--- config.mk ---
export PLATFORM = sky130hd
export DESIGN_NAME = dram_arbiter
export DESIGN_NICKNAME = d
export VERILOG_FILES = /design/src/rtl/dram_arbiter.sv
export SDC_FILE = /design/constraint.sdc
export NUM_CORES = 1
export LEC_CHECK = 0
export CORE_ASPECT_RATIO = 1.2
export CORE_MARGIN = 2
export CORE_UTILIZATION = 45
export CTS_BUF_LIST = sky130_fd_sc_hd__clkbuf_8
export DETAILED_ROUTE_END_ITERATION = 10
export PLACE_DENSITY = 0.83
export SKIP_LAST_GASP = 1
export SYNTH_ARGS = -nofsm -noshare
export SYNTH_HDL_FRONTEND = slang
export SYNTH_SLANG_ARGS = --single-unit
--- constraint.sdc ---
create_clock -name Clk -period 2.2 [get_ports Clk]
set_input_delay 0.44 -clock Clk [delete_from_list [all_inputs] [get_ports Clk]]
set_output_delay 0.44 -clock Clk [all_outputs]
set_load 0.03 [all_outputs]
--- src/rtl/dram_arbiter.sv ---
// Round-robin arbiter sharing one synchronous data RAM between NCORES cores.
// Single-word read/write requests are serialised onto the memREAD/memWRITE port.
module dram_arbiter #(
    parameter int WIDTH  = 8,
    parameter int NCORES = 4
) (
    input  logic                    Clk,
    input  logic                    Rst_n,
    input  logic [NCORES-1:0]       core_read,
    input  logic [NCORES-1:0]       core_write,
    input  logic [NCORES*WIDTH-1:0] core_addr,
    input  logic [NCORES*WIDTH-1:0] core_wdata,
    output logic [NCORES*WIDTH-1:0] core_rdata,
    output logic [NCORES-1:0]       core_ack,
    output logic [WIDTH-1:0]        DRAM_addr,
    output logic [WIDTH-1:0]        DRAM_dataOut,
    input  logic [WIDTH-1:0]        DRAM_dataIn,
    output logic                    memREAD,
    output logic                    memWRITE,
    output logic                    busy,
    output logic [2:0]              grant_id
);

    typedef enum logic [1:0] {
        IDLE,
        ACCESS,
        CAPTURE,
        ACK
    } state_t;

    state_t state, stateNext;

    logic [2:0]              ptr;
    logic [2:0]              grant;
    logic [2:0]              pick;
    logic [2:0]              idx;
    logic                    found;
    logic                    isWrite;
    logic [7:0]              reqPad;
    logic [7:0]              wrPad;
    logic [WIDTH-1:0]        addrQ;
    logic [WIDTH-1:0]        dataQ;
    logic [WIDTH-1:0]        selAddr;
    logic [WIDTH-1:0]        selData;
    logic [NCORES*WIDTH-1:0] rdataQ;

    // Pad request vectors to 8 bits so a 3-bit core index selects cleanly.
    always_comb begin
        reqPad = '0;
        wrPad  = '0;
        reqPad[NCORES-1:0] = core_read | core_write;
        wrPad[NCORES-1:0]  = core_write;
    end

    // First requester searching ptr, ptr+1, ... modulo NCORES.
    always_comb begin
        found = 1'b0;
        pick  = '0;
        idx   = '0;
        for (int i = 0; i < NCORES; i++) begin
            idx = 3'((32'(ptr) + i) % NCORES);
            if (!found && reqPad[idx]) begin
                found = 1'b1;
                pick  = idx;
            end
        end
    end

    always_comb begin
        selAddr = '0;
        selData = '0;
        for (int i = 0; i < NCORES; i++) begin
            if (pick == 3'(i)) begin
                selAddr = core_addr[i*WIDTH +: WIDTH];
                selData = core_wdata[i*WIDTH +: WIDTH];
            end
        end
    end

    always_ff @(posedge Clk or negedge Rst_n) begin
        if (!Rst_n) begin
            state <= IDLE;
        end else begin
            state <= stateNext;
        end
    end

    always_comb begin
        stateNext = state;
        unique case (state)
            IDLE:    if (found) stateNext = ACCESS;
            ACCESS:  stateNext = isWrite ? ACK : CAPTURE;
            CAPTURE: stateNext = ACK;
            ACK:     stateNext = IDLE;
            default: stateNext = IDLE;
        endcase
    end

    always_ff @(posedge Clk or negedge Rst_n) begin
        if (!Rst_n) begin
            grant   <= '0;
            ptr     <= '0;
            isWrite <= 1'b0;
            addrQ   <= '0;
            dataQ   <= '0;
            rdataQ  <= '0;
        end else begin
            if (state == IDLE && found) begin
                grant   <= pick;
                isWrite <= wrPad[pick];
                addrQ   <= selAddr;
                dataQ   <= wrPad[pick] ? selData : '0;
            end
            if (state == CAPTURE) begin
                for (int i = 0; i < NCORES; i++) begin
                    if (grant == 3'(i)) begin
                        rdataQ[i*WIDTH +: WIDTH] <= DRAM_dataIn;
                    end
                end
            end
            if (state == ACK) begin
                ptr <= (grant == 3'(NCORES-1)) ? '0 : grant + 3'd1;
            end
        end
    end

    // Outputs decode flops only; nothing reaches them from core inputs.
    always_comb begin
        core_ack = '0;
        for (int i = 0; i < NCORES; i++) begin
            if (state == ACK && grant == 3'(i)) begin
                core_ack[i] = 1'b1;
            end
        end
    end

    assign memREAD      = (state == ACCESS) && !isWrite;
    assign memWRITE     = (state == ACCESS) && isWrite;
    assign busy         = (state != IDLE);
    assign grant_id     = grant;
    assign DRAM_addr    = addrQ;
    assign DRAM_dataOut = dataQ;
    assign core_rdata   = rdataQ;

endmodule

==> flow_summary_export.csv <==
group,metric,value,unit
pwr,power.clock.fraction,10.2,%
clock_network,cts-htree-levels,2,
final_layout,layout.filler_cells,532,
clock_network,ctsLongestPathBuffers,2,
global_routing,maximum_number_of_pins_on_one_net_before_global_route_repair,30,
drt,iter_0_drt_violations,160,
drt,detail_route.drc_violations,0,
synthesis,yosys_most_used_dff,"sky130_fd_sc_hd__dfrtp_1",
worst_setup_path,rrSetupSlack,0.20,ns
synthesis,async_flop_share,100,%
final_layout,layout_nets,585,
floorplan,fp.coreArea,7360,µm²
timing,max_clock_freq,464,MHz
synthesis,dominant_cell_type_by_area_after_synthesis,"sky130_fd_sc_hd__dfrtp_1",
pwr,cell_leakage_power,2.29,nW
timing,setup_violations,0,
final_layout,area_growth_from_synthesis_to_layout,55.2,%
worst_setup_path,critical_path.startpoint_type,"primary input",
final_layout,final_core_utilization,72.8,%
synthesis,synth_enable_flop_cells,0,
timing,finalCritPeriodShare,97.9,%
final_layout,insertedDiodeCount,0,
pwr,seqPwrFrac,24.1,%
synthesis,post-synth-top-count-cell,"sky130_fd_sc_hd__dfrtp_1",
pwr,ir_drop,1040,µV
synthesis,mean_cell_area_of_the_mapped_netlist,10.5,µm²
synthesis,synth_top_cell_area_share,39.9,%
worst_setup_path,r2r-start,"ptr[0]$_DFFE_PN0P_",
timing,finalWorstPathRequiredPeriod,2.15,ns
pwr,comb_power_share,65.7,%
pwr,switchingPower,3.30,mW
clock_network,cts_setup_buffers,0,
pwr,design_power_total,7.53,mW
final_layout,seq_area,1380,µm²
synthesis,netlist-cell-type-count,43,
timing,finalClockSkew,0.00359,ns
pwr,internal_power,4.23,mW
worst_setup_path,timing.critical_path.to_type,"flip-flop",
synthesis,post_synth_design_cell_area,3450,µm²
pwr,power_per_cell_area,1410,nW/µm²
worst_setup_path,timing.setup.critical_path_class,"in -> reg",
floorplan,die_width,83.9,µm
drt,routed_via_count_divided_by_cell_count,5.66,
drt,postRouteAntennaNets,0,
worst_setup_path,timing.critical_path.to,"DRAM_dataOut[0]$_DFFE_PN0P_",
clock_network,cts.sinks,55,
floorplan,fp.dieArea,8380,µm²
worst_setup_path,r2r.worst_path.cells,8,
timing,timing.max_slew.rel_slack,58.0,%
floorplan,initial_utilization,46.9,%
clock_network,cts_tree,"done",
drt,router_iterations_before_antenna_repair,5,
final_layout,finish.cell_count_without_fillers,585,
drt,avgRoutedWirePerCell,16.8,µm
status,outcome,"complete, no violations",
placed_design,port_buffers,138,
worst_setup_path,reg2reg_to,"DRAM_dataOut[5]$_DFFE_PN0P_",
timing,max_transition_viols_final,0,
worst_setup_path,cp_data_arrival_time,2.34,ns
timing,worst_hold_slack,0.144,ns
floorplan,pin_count,140,
placed_design,detailedPlacementHpwl,8020,µm
job,max_cap_violations,0,
global_routing,first_global_vias,3327,
synthesis,synth.ff_latch_count,55,
synthesis,yosys-top-cells-count,"sky130_fd_sc_hd__dfrtp_1, sky130_fd_sc_hd__mux2_2, sky130_fd_sc_hd__nand2_1, sky130_fd_sc_hd__inv_1",
clock_network,insertion_delay,0.30,ns
placed_design,place_inst,577,
final_layout,share_of_cells_above_drive_strength_1,22.8,%
synthesis,synth-seq-area-share,39.9,%
placed_design,gp_congestion,0.923,
global_routing,grt_first_pass_wirelength,15700,µm
timing,unrepaired_setup_endpoints_after_global_routing,"true",
worst_setup_path,cp_max_fo,16,
floorplan,floorplan.die.height,99.9,µm
timing,timing_worst_slew_pin_value,0.629,ns
global_routing,gr-total-overflow,0,
clock_network,clk_root_buffer_cell,"sky130_fd_sc_hd__clkbuf_8",
floorplan,placementRows,34,
synthesis,synthesis.yosys.warnings,0,
timing,timing_hold_violations_final,0,
drt,totalWireLength,9850,µm
synthesis,post_synth_inst_count,328,
timing,setup_tns,0,ns
final_layout,area_of_the_multi_input_gates,1890,µm²
drt,num_vias,3312,
pwr,power_switching_share,43.8,%
clock_network,worst_path_clk_slew,0.09,ns
clock_network,cts-buffers-inserted,5,
global_routing,antenna_found_initial,0,
min_path,hold_path_class,"in -> async",
synthesis,syn_nets,419,
worst_setup_path,required,2.39,ns
synthesis,synth_top_cells_by_area,"sky130_fd_sc_hd__dfrtp_1, sky130_fd_sc_hd__mux2_2, sky130_fd_sc_hd__mux2i_1",
global_routing,grt_use_total,23.0,%
worst_setup_path,critical_path.startpoint,"core_read[1]",
[power by group through the flow]
stage / Sequential, mW / Clock (mW) / Combinational (mW)
floorplan: 2.67 / 0 / 2.12
global placement: 1.81 / 0 / 4.84
detailed placement: 1.84 / 0 / 4.95
CTS: 1.81 / 0.783 / 4.93
global route: 1.88 / 0.817 / 5.25
finish: 1.82 / 0.765 / 4.94
[per-layer routing]
| metal | up-vias | share of wire, % | track usage, % |
|---|---|---|---|
| met3 | 26 | 6.0 | 3.29 |
| met4 | 0 | 3.1 | 10.4 |
| li1 | 1549 | - | - |
| met2 | 167 | 51 | 40.9 |
| met5 | - | 0 | 0 |
| met1 | 1570 | 40 | 27.6 |
[stage by stage]
stage,setup WS [ns],instance area [µm²]
floorplan,0.123,3450
global placement,-0.262,5210
detailed placement,-0.302,5210
CTS,0.0171,5330
global route,-0.00823,5360
finish,0.0455,5360
[state kept, by name (all words and copies together) (netlist names)]
register      flops
core_rdata       32
DRAM_addr         8
DRAM_dataOut      8
grant_id          2
ptr               2
state             2
isWrite           1
[cell usage in the layout (no fill, tap or decap), types with 10 or more instances in the layout]
master                            count
sky130_fd_sc_hd__inv_1               23
sky130_fd_sc_hd__a21oi_1             10
sky130_fd_sc_hd__buf_4               39
sky130_fd_sc_hd__o2111ai_1           16
sky130_fd_sc_hd__mux2_2              34
sky130_fd_sc_hd__and2_1              13
sky130_fd_sc_hd__clkdlybuf4s50_1    129
sky130_fd_sc_hd__mux2i_1             16
sky130_fd_sc_hd__dfrtp_1             55
sky130_fd_sc_hd__nand2_1             34
[how the worst min path moves through the flow]
stage / startpoint / end / depth (start not counted)
after global placement: DRAM_addr[0]$_DFFE_PN0P_ / DRAM_addr[0]$_DFFE_PN0P_ / 2
after CTS: Rst_n / core_rdata[17]$_DFFE_PN0P_ / 1
final: Rst_n / core_rdata[17]$_DFFE_PN0P_ / 1
after detailed placement: DRAM_dataOut[1]$_DFFE_PN0P_ / DRAM_dataOut[1]$_DFFE_PN0P_ / 2
after global routing: Rst_n / core_rdata[17]$_DFFE_PN0P_ / 1
after floorplan: Rst_n / DRAM_addr[0]$_DFFE_PN0P_ / 0
[area by class of cell]
type,instances,area share (%)
multi-input combinational,228,35.3
timing repair buffer,182,32.9
sequential,55,25.7
tap,90,2.10
inverter,22,1.54
clock buffer,5,1.29
clock inverter,3,1.19
[logic make-up after synthesis]
family	after synthesis	share of synthesized area, %
mux	50	15.7
flops	55	39.9
other cells	1	0.109
buf+inv	45	6.06
fa+ha+maj	9	3.26
simple gates	74	10.6
compound gates	94	24.3
[what timing repair did]
action / in CTS / in global routing
hold buffers: 0 / 0
endpoints found under the setup margin: 7 / 17
gates resized for setup: 7 / 6
endpoints found under the hold margin: 0 / 0
[worst max-delay path, stage by stage]
cell and delay, ns:
sky130_fd_sc_hd__clkdlybuf4s50_1 0.41, sky130_fd_sc_hd__or4_1 0.55, sky130_fd_sc_hd__buf_4 0.17, sky130_fd_sc_hd__buf_4 0.18
sky130_fd_sc_hd__nand2_1 0.08, sky130_fd_sc_hd__a21oi_1 0.05, sky130_fd_sc_hd__o32ai_1 0.37, sky130_fd_sc_hd__o31ai_2 0.08
Power figures use the tool's default switching activity.
